<file path="src/rtl/regfile_dump_reader.sv">
// Sequential read-out engine: walks a contiguous register-file range through one
// asynchronous read port and streams each word out over a valid/ready handshake.
module regfile_dump_reader #(
   parameter int DATA_WIDTH = 32,
   parameter int ADDR_WIDTH = 5
) (
   input  logic                  clk,
   input  logic                  reset,
   input  logic                  start,
   input  logic                  abort,
   input  logic [ADDR_WIDTH-1:0] first_reg,
   input  logic [ADDR_WIDTH-1:0] last_reg,
   output logic [ADDR_WIDTH-1:0] rd_addr,
   input  logic [DATA_WIDTH-1:0] rd_data,
   output logic                  out_valid,
   input  logic                  out_ready,
   output logic [DATA_WIDTH-1:0] out_data,
   output logic [ADDR_WIDTH-1:0] out_index,
   output logic                  out_last,
   output logic                  busy,
   output logic                  done,
   output logic                  range_err
);

   typedef enum logic [0:0] {
      ST_IDLE = 1'b0,
      ST_RUN  = 1'b1
   } state_e;

   state_e                state_q, state_d;
   logic [ADDR_WIDTH-1:0] idx_q, idx_d;
   logic [ADDR_WIDTH-1:0] last_q, last_d;
   logic [ADDR_WIDTH-1:0] rd_addr_q, rd_addr_d;
   logic [ADDR_WIDTH-1:0] out_index_q, out_index_d;
   logic [DATA_WIDTH-1:0] out_data_q, out_data_d;
   logic                  pending_q, pending_d;
   logic                  out_valid_q, out_valid_d;
   logic                  out_last_q, out_last_d;
   logic                  busy_q, busy_d;
   logic                  done_q, done_d;
   logic                  range_err_q, range_err_d;

   logic load_s;
   logic xfer_s;
   logic at_last_s;

   assign at_last_s = (idx_q == last_q);
   // The output register refills whenever it is empty or draining this cycle.
   assign load_s    = pending_q && (!out_valid_q || out_ready);
   assign xfer_s    = out_valid_q && out_ready;

   // Next-state and next-output computation.
   always_comb begin
      state_d     = state_q;
      idx_d       = idx_q;
      last_d      = last_q;
      out_index_d = out_index_q;
      out_data_d  = out_data_q;
      pending_d   = pending_q;
      out_valid_d = out_valid_q;
      out_last_d  = out_last_q;
      busy_d      = busy_q;
      done_d      = 1'b0;
      range_err_d = 1'b0;

      case (state_q)
         ST_IDLE: begin
            if (start) begin
               if (first_reg <= last_reg) begin
                  idx_d     = first_reg;
                  last_d    = last_reg;
                  pending_d = 1'b1;
                  busy_d    = 1'b1;
                  state_d   = ST_RUN;
               end else begin
                  range_err_d = 1'b1;
               end
            end else begin
               state_d = ST_IDLE;
            end
         end

         ST_RUN: begin
            if (abort) begin
               out_valid_d = 1'b0;
               pending_d   = 1'b0;
               busy_d      = 1'b0;
               state_d     = ST_IDLE;
            end else begin
               if (load_s) begin
                  out_data_d  = rd_data;
                  out_index_d = idx_q;
                  out_last_d  = at_last_s;
                  out_valid_d = 1'b1;
                  // idx parks on last_q so a range ending at the top index never wraps.
                  if (at_last_s) begin
                     pending_d = 1'b0;
                  end else begin
                     idx_d = idx_q + ADDR_WIDTH'(1);
                  end
               end else if (xfer_s) begin
                  out_valid_d = 1'b0;
               end else begin
                  out_valid_d = out_valid_q;
               end

               if (xfer_s && out_last_q) begin
                  out_valid_d = 1'b0;
                  busy_d      = 1'b0;
                  done_d      = 1'b1;
                  state_d     = ST_IDLE;
               end else begin
                  busy_d = busy_q;
               end
            end
         end

         default: begin
            out_valid_d = 1'b0;
            pending_d   = 1'b0;
            busy_d      = 1'b0;
            state_d     = ST_IDLE;
         end
      endcase

      // Registered read address tracks the index that will be live next cycle.
      if (state_d == ST_RUN) begin
         rd_addr_d = idx_d;
      end else begin
         rd_addr_d = {ADDR_WIDTH{1'b0}};
      end
   end

   // State and output registers with asynchronous clear.
   always_ff @(posedge clk or posedge reset) begin
      if (reset) begin
         state_q     <= ST_IDLE;
         idx_q       <= {ADDR_WIDTH{1'b0}};
         last_q      <= {ADDR_WIDTH{1'b0}};
         rd_addr_q   <= {ADDR_WIDTH{1'b0}};
         out_index_q <= {ADDR_WIDTH{1'b0}};
         out_data_q  <= {DATA_WIDTH{1'b0}};
         pending_q   <= 1'b0;
         out_valid_q <= 1'b0;
         out_last_q  <= 1'b0;
         busy_q      <= 1'b0;
         done_q      <= 1'b0;
         range_err_q <= 1'b0;
      end else begin
         state_q     <= state_d;
         idx_q       <= idx_d;
         last_q      <= last_d;
         rd_addr_q   <= rd_addr_d;
         out_index_q <= out_index_d;
         out_data_q  <= out_data_d;
         pending_q   <= pending_d;
         out_valid_q <= out_valid_d;
         out_last_q  <= out_last_d;
         busy_q      <= busy_d;
         done_q      <= done_d;
         range_err_q <= range_err_d;
      end
   end

   assign rd_addr   = rd_addr_q;
   assign out_valid = out_valid_q;
   assign out_data  = out_data_q;
   assign out_index = out_index_q;
   assign out_last  = out_last_q;
   assign busy      = busy_q;
   assign done      = done_q;
   assign range_err = range_err_q;

endmodule

</file>
<file path="config.mk">
export PLATFORM = sky130hd
export DESIGN_NAME = regfile_dump_reader
export DESIGN_NICKNAME = d
export VERILOG_FILES = /design/src/rtl/regfile_dump_reader.sv
export SDC_FILE = /design/constraint.sdc
export NUM_CORES = 1
export LEC_CHECK = 0
export CAP_MARGIN = 15
export CORE_MARGIN = 2
export CORE_UTILIZATION = 45
export DETAILED_ROUTE_END_ITERATION = 7
export PLACE_DENSITY = 0.8
export SYNTH_ARGS = -nofsm -noshare
export SYNTH_HDL_FRONTEND = slang
export SYNTH_SLANG_ARGS = --single-unit
</file>
<file path="constraint.sdc">
create_clock -name clk -period 5.33 [get_ports clk]
set_clock_uncertainty 0.15 [all_clocks]
set_input_delay 1.066 -clock clk [delete_from_list [all_inputs] [get_ports clk]]
set_output_delay 1.066 -clock clk [all_outputs]
set_load 0.01 [all_outputs]
</file>
# Word level (Yosys, flattened, before mapping)
# Index checks and enable logic that the tools add are counted.
[word_totals]
register_bits = 59
wordCells = 64
in_bits = 47
out_inout_bits = 47
[op_classes]
addsub = 1
eq_ne = 6
n_bitwise = 2
muxes = 31
reduce_logical = 11
magnitude_cmp = 1
[op_table]
columns = ["op", "n"]
rows = [
  ["5-bit 2-to-1 mux", 6],
  ["1-bit 2-to-1 mux", 21],
  ["5-bit one-hot mux with 2 select lines", 1],
  ["3-bit by 2-bit inequality test with 1-bit output, second input constant", 3],
  ["3-bit AND reduction", 3],
  ["1-bit one-hot mux with 2 select lines", 3],
  ["5-bit by 1-bit adder with 5-bit output, second input constant", 1],
  ["5-bit equality test", 1],
  ["5-bit less-or-equal comparator", 1],
  ["2-bit inequality test, second input constant", 2],
  ["4-bit AND reduction", 1],
  ["4-bit nonzero test", 1],
  ["1-bit logical AND", 3],
  ["1-bit NOT", 2],
  ["2-bit AND reduction", 1],
  ["1-bit logical NOT", 1],
  ["1-bit logical OR", 1],
]

# Depth between registers and ports, before layout
[depth]
ltp_word = 7
ltp_mapped = 8
depth_no_buf = 7

# Least setup slack after synthesis
# Ideal clock, no wire load.
[synth_path]
kind = "input-to-reg"
from = "input last_reg[4]"
to = "register last_q[0]"
t_arrival_ns = 2.492
path_stages = 7
slack_ns = 2.563
required_ns = 5.055
setup_ns = 0.125
path_cell_list = "inv_1 ha_1 and4_1 and2_1 o21bai_2 nand2_2 mux2_2"
[synth_via]
elab_chain_cells = 2
[synth_lines]
columns = ["element", "line_no", "source"]
rows = [
  ["from (decl)", "12", "input logic [ADDR_WIDTH-1:0] last_reg,"],
  ["5-bit less-or-equal comparator", "69", "if (first_reg <= last_reg) begin"],
  ["3-bit AND reduction (no source line)", "--", ""],
  ["to (signal assigned)", "139", "last_q <= {ADDR_WIDTH{1'b0}};"],
  ["to (signal assigned)", "152", "last_q <= last_d;"],
  ["to (decl)", "32", "logic [ADDR_WIDTH-1:0] last_q, last_d;"],
]
# Every way passes these cells.
# A chain may end at the register's enable or synchronous reset.

# Worst setup path after layout
[layout_path]
from = "input out_ready"
to = "register rd_addr_q[0], in the netlist rd_addr[0]"
[layout_via]
elab_chain_cells = 6
[layout_lines]
columns = ["element", "line_no", "source"]
rows = [
  ["from (decl)", "16", "input logic out_ready,"],
  ["1-bit logical OR or 1-bit logical AND (tied branches)", "49, 50", ""],
  ["1-bit logical AND, on equally long branches", "49, 107", ""],
  ["5-bit 2-to-1 mux or 1-bit 2-to-1 mux (tied branches)", "90, 107", ""],
  ["5-bit 2-to-1 mux or 1-bit 2-to-1 mux (tied branches)", "84", "if (abort) begin"],
  ["5-bit one-hot mux with 2 select lines or 1-bit one-hot mux with 2 select lines (tied branches)", "66", "case (state_q)"],
  ["5-bit 2-to-1 mux *", "127", "if (state_d == ST_RUN) begin"],
  ["net rd_addr_d[0]", "33", "logic [ADDR_WIDTH-1:0] rd_addr_q, rd_addr_d;"],
  ["to (signal assigned)", "140", "rd_addr_q <= {ADDR_WIDTH{1'b0}};"],
  ["to (signal assigned)", "153", "rd_addr_q <= rd_addr_d;"],
  ["to (decl)", "33", ""],
]
# The timed path passes the listed nets; every way through them passes the cells marked *.

==> flow_summary.ini <==
[status]
status = completed

[timing]
max_clock_freq_mhz = 296
finalCriticalPeriod_ns = 3.38
min_period_over_period_pct = 63.4
worstMarginPinSlew_ns = 0.966
rsz0062_at_grt = no
setup_violations = 0
tns_ns = 0
worst_slew_margin_rel_pct = 35.6
drv_slew = 0
final_hold_viol_count = 0

[critical_path]
critical_path_buf_inv_count = 1
timing.rr.end = rd_addr[0]
critPathSlowestCell = or3_2
criticalPathCategory = primary input to flop
crit_family = simple AND/OR/NAND/NOR gates
cp_max_fo = 40
worst_r2r_startpoint = state_q
r2r_cells = 5
crit_cells = 6
crit_path_end_kind = flop
r2r_slack_ns = 2.62
cp.arrival_ns = 3.48
cp.required_ns = 5.43
startpoint = out_ready
critPathLaunchType = primary input
crit_end = rd_addr[0]
slowest_delay_ns = 0.88
path_cells = clkdlybuf4s50_1, nor2b_4, or3_2, a21oi_2, mux2_2, a22oi_1

[worst_hold_path]
hp-class = flop to flop

[yosys]
synth_edf_count = 0
syn-num-nets = 264
yosysSeqAreaShare_pct = 54.6
synth-main-ff-cell = dfrtp_1
synth_cell_types = 39
synth_area_per_cell_sq_um = 12.8
yosysWarnings = 0
asyncSetResetFlopFracSynth_pct = 100
netlist_instances = 211
syn_area_sq_um = 2710
ys_ff_latch = 59

[floorplan]
die_area_sq_um = 6650
start_util_pct = 46.3
io_pins = 94
core_area_sq_um = 5850
rows = 28
die_y_um = 81.6
die_w_um = 81.6

[placed_design]
io_buffers = 93
hpwl_um = 4420
place.gp.congestion = 0.835
placedCellCount = 371

[global_routing]
antenna_found_initial = 0
grt_use_total_pct = 19.6
grt_max_degree = 41
grt_pass1_wl_um = 9520
grt_pass1_vias = 2005
overflow = 0

[clocking]
hold_buffers = 0
cts-htree-levels = 3
clockBufferDepth = 2
cts_made_buffers = 9
cts_resized = 0
clk_latency_ns = 0.34
root_buffer = clkbuf_8
cts_tree = done
clk_pin_slew_worst_paths_ns = 0.06
clock_sinks = 59
post_cts_buffers = 0

[layout]
nNetsFinal = 360
drive_gt1_share_pct = 21.2
fin_cells = 387
final_cell_mix = clkdlybuf4s50_1, dfrtp_1, mux2_2, nand3_1, clkbuf_8
ff_latch_area_sq_um = 1480
num_antenna_cells = 0
fin_util_pct = 66.5
multi_input_area_sq_um = 1140
area_growth_pct = 43.7
nFillCells = 439
final_common_cell = clkdlybuf4s50_1

[detailed_routing]
routed_wl_um = 6120
routedWlPerCell_um = 15.8
route.detailed.drc = 0
via_per_inst = 5.22
drt_iter0_markers = 109
vias = 2020
ant_nets = 0
first_pass_iters = 4

[pwr]
cellLeakagePower_nw = 1.68
vdd_drop_max_uv = 264
power.density_nw_per_um2 = 534

[run]
maxCapViolCount = 0
worst reg2reg max path, cell delays in order (launching register included):
cell     delay (ns)
dfrtp_1        0.64
nand2_1        0.09
or3_2          0.85
a21oi_2        0.35
mux2_2         0.37
a22oi_1        0.17
logic make-up (layout without fill, tap and decap cells):
group	after synthesis	count (layout)	share of synthesized area, %
flops	59	59	54.6
buf+inv	18	119	3.47
mux	45	45	19.7
compound gates	26	26	7.03
xor+xnor	5	5	1.62
fa+ha+maj	6	6	2.77
simple gates	52	52	10.8
per-layer routing:
layer	vias up	part of all wire (%)	track usage, %
li1	948	-	-
met1	962	44	23.9
met2	101	45	31.4
met3	9	9.2	4.73
met4	0	2.0	11.9
met5	-	0	0
cells in the mapped netlist, types with 5 or more instances:
library cell / count / area [sq um]
nand2_1: 8 / 30.0
mux2_2: 35 / 394
xnor2_1: 5 / 43.8
inv_1: 9 / 33.8
dfrtp_1: 59 / 1480
nand3_1: 16 / 80.1
mux2_4: 8 / 120
o21ai_0: 5 / 25.0
buf_2: 6 / 30.0
a21oi_1: 6 / 30.0
ha_1: 6 / 75.1
how the worst min path moves through the flow:
stage,slack (ns),cells past startpoint,end,startpoint
finish,0.35,1,out_data[27],out_data[27]
global route,0.38,1,out_data[31],out_data[31]
CTS,0.36,1,out_data[27],out_data[27]
detailed placement,0.34,1,out_data[27],out_data[27]
global placement,0.34,1,out_data[10],out_data[10]
floorplan,0.35,1,last_q[3],last_q[3]
power breakdown:
group	switching (mW)	internal [mW]	leakage (nW)
logic	0.318	0.529	0.866
registers	0.152	0.644	0.721
clock network	0.170	0.264	0.0968
stage by stage:
| stage | hold WS (ns) | cell area, sq um | worst slack [ns] | power (mW) |
|---|---|---|---|---|
| 2_1_floorplan | 0.351 | 2710 | 2.56 | 1.22 |
| 3_3_place_gp | 0.337 | 3680 | 1.67 | 1.63 |
| 3_5_place_dp | 0.342 | 3680 | 1.61 | 1.66 |
| 4_1_cts | 0.356 | 3890 | 1.96 | 2.10 |
| 5_1_grt | 0.377 | 3890 | 1.81 | 2.20 |
| 6_report | 0.352 | 3890 | 1.95 | 2.08 |
cell type report:
cell class	instances	area share, %
Sequential cell	59	38.0
Multi-Input combinational cell	134	29.2
Timing Repair Buffer	94	24.1
Clock buffer	12	3.47
Tap cell	75	2.41
Clock inverter	4	1.93
Inverter	9	0.868
state kept, by name, summed over array words and instances (netlist names):
signal	flops
out_valid	1
done	1
rd_addr	5
range_err	1
pending_q	1
out_data	32
out_last	1
state_q	1
out_index	5
last_q	5
busy	1
idx_q	5
Note: power is estimated with default switching activity, not from simulation.
